## config.mk

```make
export PLATFORM = sky130hd
export DESIGN_NAME = inst_fetch
export DESIGN_NICKNAME = d
export VERILOG_FILES = /design/src/rtl/inst_fetch.sv
export SDC_FILE = /design/constraint.sdc
export NUM_CORES = 1
export LEC_CHECK = 0
export ABC_AREA = 1
export BUFFER_PORTS_ARGS = -buffer_cell sky130_fd_sc_hd__buf_2
export CAP_MARGIN = 20
export CORE_ASPECT_RATIO = 2
export CORE_MARGIN = 4
export CORE_UTILIZATION = 35
export CTS_CLUSTER_DIAMETER = 200
export DETAILED_ROUTE_END_ITERATION = 12
export HOLD_SLACK_MARGIN = 0.1
export PLACE_DENSITY = 0.54
export REMOVE_ABC_BUFFERS = 1
export SETUP_SLACK_MARGIN = 0.2
export SYNTH_ARGS = -nofsm -noshare
export SYNTH_HDL_FRONTEND = slang
export SYNTH_SLANG_ARGS = --single-unit
```

## constraint.sdc

```tcl
create_clock -name clk -period 6.2 [get_ports clk]
set_input_delay 0.62 -clock clk [delete_from_list [all_inputs] [get_ports clk]]
set_output_delay 0.62 -clock clk [all_outputs]
set_load 0.05 [all_outputs]
```

## src/rtl/inst_fetch.sv

```systemverilog
// Instruction fetch stage: one-entry instruction register in front of decode,
// sequential PC advance, beq redirect with a one-cycle bubble.
module inst_fetch #(
    parameter logic [31:0] RESET_PC = 32'h0000_0000
) (
    input  logic        clk,
    input  logic        rst,
    input  logic [31:0] inst_in,
    output logic [31:0] pc_addr,
    input  logic        id_ready,
    input  logic        br_taken,
    input  logic [15:0] br_offset,
    output logic [31:0] ir,
    output logic [31:0] ir_pc,
    output logic        ir_valid,
    output logic [15:0] fetch_cnt
);

    typedef enum logic {
        EMPTY = 1'b0,
        FULL  = 1'b1
    } state_t;

    state_t      r_state;
    logic [29:0] r_pc_w;
    logic [31:0] r_ir;
    logic [29:0] r_ir_pc_w;
    logic [15:0] r_fetch_cnt;

    logic [29:0] w_seq_w;
    logic [29:0] w_br_target_w;

    // PCs are held as word addresses so the low two bits are structurally zero
    // and all arithmetic wraps modulo 2^32 on the byte address.
    assign w_seq_w       = r_pc_w + 30'd1;
    assign w_br_target_w = r_ir_pc_w + 30'd1 + {{14{br_offset[15]}}, br_offset};

    always_ff @(posedge clk or posedge rst) begin
        if (rst) begin
            r_state     <= EMPTY;
            r_pc_w      <= RESET_PC[31:2];
            r_ir        <= '0;
            r_ir_pc_w   <= '0;
            r_fetch_cnt <= '0;
        end else begin
            case (r_state)
                EMPTY: begin
                    r_ir      <= inst_in;
                    r_ir_pc_w <= r_pc_w;
                    r_pc_w    <= w_seq_w;
                    r_state   <= FULL;
                end
                FULL: begin
                    if (br_taken) begin
                        r_pc_w  <= w_br_target_w;
                        r_state <= EMPTY;
                    end else if (id_ready) begin
                        r_ir      <= inst_in;
                        r_ir_pc_w <= r_pc_w;
                        r_pc_w    <= w_seq_w;
                        r_state   <= FULL;
                        if (r_fetch_cnt != '1)
                            r_fetch_cnt <= r_fetch_cnt + 16'd1;
                    end
                end
                default: r_state <= EMPTY;
            endcase
        end
    end

    assign pc_addr   = {r_pc_w, 2'b00};
    assign ir        = r_ir;
    assign ir_pc     = {r_ir_pc_w, 2'b00};
    assign ir_valid  = r_state;
    assign fetch_cnt = r_fetch_cnt;

endmodule

```

==> results.cfg <==
[global_routing]
grt_usage = 0.223
top_usage_layer = met2
grt_start_max_net_pins = 98
met1_usage = 0.221
grt_pass1_wl_um = 41800
overflow = 0
use_met2 = 0.428
grt_pass1_vias = 7811
antenna_found_initial = 0
grtUsageMet3 = 0.0274

[synthesis]
ys_types = 45
synth_area_per_cell_um2 = 6.60
ys_seq_area_frac = 0.360
ys_async_sr_fraction = 1.00
ys_ff_latch = 109
synth_edf_count = 0
ys_warn_count = 0
netlist_area_um2 = 7570
synthCells = 1148
ys.flop_type = dfrtp_1

[clocking]
cts_tree = yes
root_buffer = clkbuf_16
cts.sinks = 109
numCtsBuffers = 9
post-cts-setup-buffers = 0
post_cts_resized = 0
cts_hold_buf = 0
clock_path_buffers = 2
clock_latency_ns = 0.37
clkSlewWorstSetupHoldPaths_ns = 0.08
htreeDepth = 3

[timing]
period_minus_slack_ns = 2.41
fin_crit_sh = 0.389
tightest_slew_ns = 0.959
max_freq_mhz = 415
whs_ns = 0.282
finalSetupViolCount = 0
finalSetupTns_ns = 0
slew_viol_final = 0
rsz0062_at_grt = no
max_slew_margin = 0.361
final-hold-violation-count = 0
skew_ns = 0.0123

[pwr]
p_leak_nw = 5.05
power.switching_mw = 2.31
p_seq_frac = 0.287
sw_frac_of_total = 0.564
max-vdd-ir-drop_uv = 243
clkPwrFrac = 0.143
p_int_mw = 1.78
p_per_area_nw_per_um2 = 457
combPwrFrac = 0.571
p_total_mw = 4.09

[finish]
area_growth_pct = 18.2
layout_common_cells = 437 x nand2_1, 160 x buf_2, 157 x inv_1, 109 x dfrtp_1, 98 x nand3_1
fin_nets = 1385
final_cell_area_um2 = 8950
instances_no_fill = 1574
mostFrequentLayoutCell = nand2_1
drive_gt1_frac = 0.163
diodes = 0

[outcome]
status = finished, final reports clean

[critical_path]
worst-path-max-fanout = 5
crit_type = reg2reg
cp_data_arrival_time_ns = 2.67
worstPathRequired_ns = 6.46
critPathLaunchType = register
cp-end-kind = register

[floorplanning]
start_util = 0.359
chipHeight_um = 216
die_w_um = 112
coreArea_um2 = 21100
rows = 75
die-area_um2 = 24200
io-pin-count = 165

[route]
vias = 7825
wire_per_inst_um = 17.1
drt_iter0_markers = 391
vias_per_cell = 4.97
firstDrtPassIters = 5
wirelength_um = 26900
ant_nets = 0
drc = 0

[hold_path]
min_path_type = in2async

[run]
drv_cap = 0

[place]
dp_hpwl_um = 21400
gp_routability_congestion = 0.917
portBuffers = 160
place_inst = 1559
place_area_um2 = 8670
metrics by stage:
step / setup slack (ns) / util
2_1_floorplan: 2.24 / -
3_3_place_gp: 3.06 / 0.409
3_5_place_dp: 3.44 / 0.411
4_1_cts: 3.78 / 0.424
5_1_grt: 3.52 / 0.424
6_report: 3.79 / 0.424
logic make-up after synthesis:
kind of cell | count (synthesis) | synth area share
AOI/OAI and AO/OA | 116 | 0.0823
buffers and inverters | 194 | 0.0991
DFF | 109 | 0.360
xor gates and xnor gates | 22 | 0.0254
other | 1 | 0.000495
and+or+nand+nor | 674 | 0.379
adders and majority gates | 32 | 0.0538
sequential cells by signal, indices dropped and copies added, names as in the netlist:
signal	count
ir	32
r_pc_w	30
fetch_cnt	16
r_ir_pc_w	30
ir_valid	1
cells in the mapped netlist (all sizes together), types with 2 or more instances:
| cell | n | area share |
|---|---|---|
| a21o | 2 | 0.0020 |
| a21oi | 38 | 0.025 |
| a22oi | 2 | 0.0020 |
| buf | 9 | 0.0073 |
| clkbuf | 17 | 0.0084 |
| clkinv | 3 | 0.0017 |
| dfrtp | 109 | 0.36 |
| ha | 31 | 0.051 |
| inv | 165 | 0.082 |
| nand2 | 446 | 0.22 |
| nand3 | 102 | 0.070 |
| nand4 | 19 | 0.016 |
| nor2 | 83 | 0.048 |
| nor3 | 19 | 0.015 |
| o211ai | 5 | 0.0050 |
| o21ai | 61 | 0.040 |
| o21bai | 2 | 0.0020 |
| or2 | 2 | 0.0017 |
| xnor2 | 13 | 0.015 |
| xor2 | 9 | 0.010 |
layout make-up:
| class | instances | area (µm²) |
|---|---|---|
| clock buffers | 10 | 239 |
| well taps | 269 | 337 |
| flip-flops and latches | 109 | 2730 |
| inverters | 168 | 634 |
| repair buffers | 165 | 858 |
| multi-input cells | 848 | 4120 |
| fillers | 2327 | 12200 |
| clock inverters | 5 | 42.5 |
path summary, 6_finish.rpt:
kind | startpoint | depth (start not counted) | slack, ns | endpoint
setup / recovery | r_ir_pc_w[0] | 14 | 3.79 | r_pc_w[22]
hold / removal | rst | 2 | 0.28 | ir[6]
setup reg to reg | r_ir_pc_w[0] | 14 | 3.79 | r_pc_w[22]
hold reg to reg | ir[1] | 2 | 0.48 | ir[1]
max in group asynchronous | rst | 3 | 4.55 | r_ir_pc_w[4]
min in group clk | inst_in[1] | 3 | 0.44 | ir[1]
per-layer routing:
metal,up-vias,wire length [µm]
met5,-,0
li1,3934,-
met2,228,14900
met1,3590,9320
met3,73,1050
met4,0,1640
power by group through the flow:
stage / registers [mW] / clock network [mW] / logic (mW)
finish: 1.17 / 0.583 / 2.33
global route: 1.20 / 0.623 / 2.55
CTS: 1.17 / 0.603 / 2.35
detailed placement: 1.18 / 0 / 2.34
global placement: 1.18 / 0 / 2.32
floorplan: 1.80 / 0 / 1.03
worst max-delay path, cell delays in order, from the launching register on:
cell and delay [ns]:
dfrtp_1 0.40, inv_1 0.06, ha_1 0.13, inv_1 0.11
fa_1 0.46, nand3_1 0.11, nand3_1 0.21, nand2_1 0.12
nand2_1 0.12, nand3_1 0.17, nand3_1 0.09, nand2_1 0.06
nand3_1 0.11, nand2_1 0.09, nand2_1 0.05
Power figures use the tool's default switching activity.
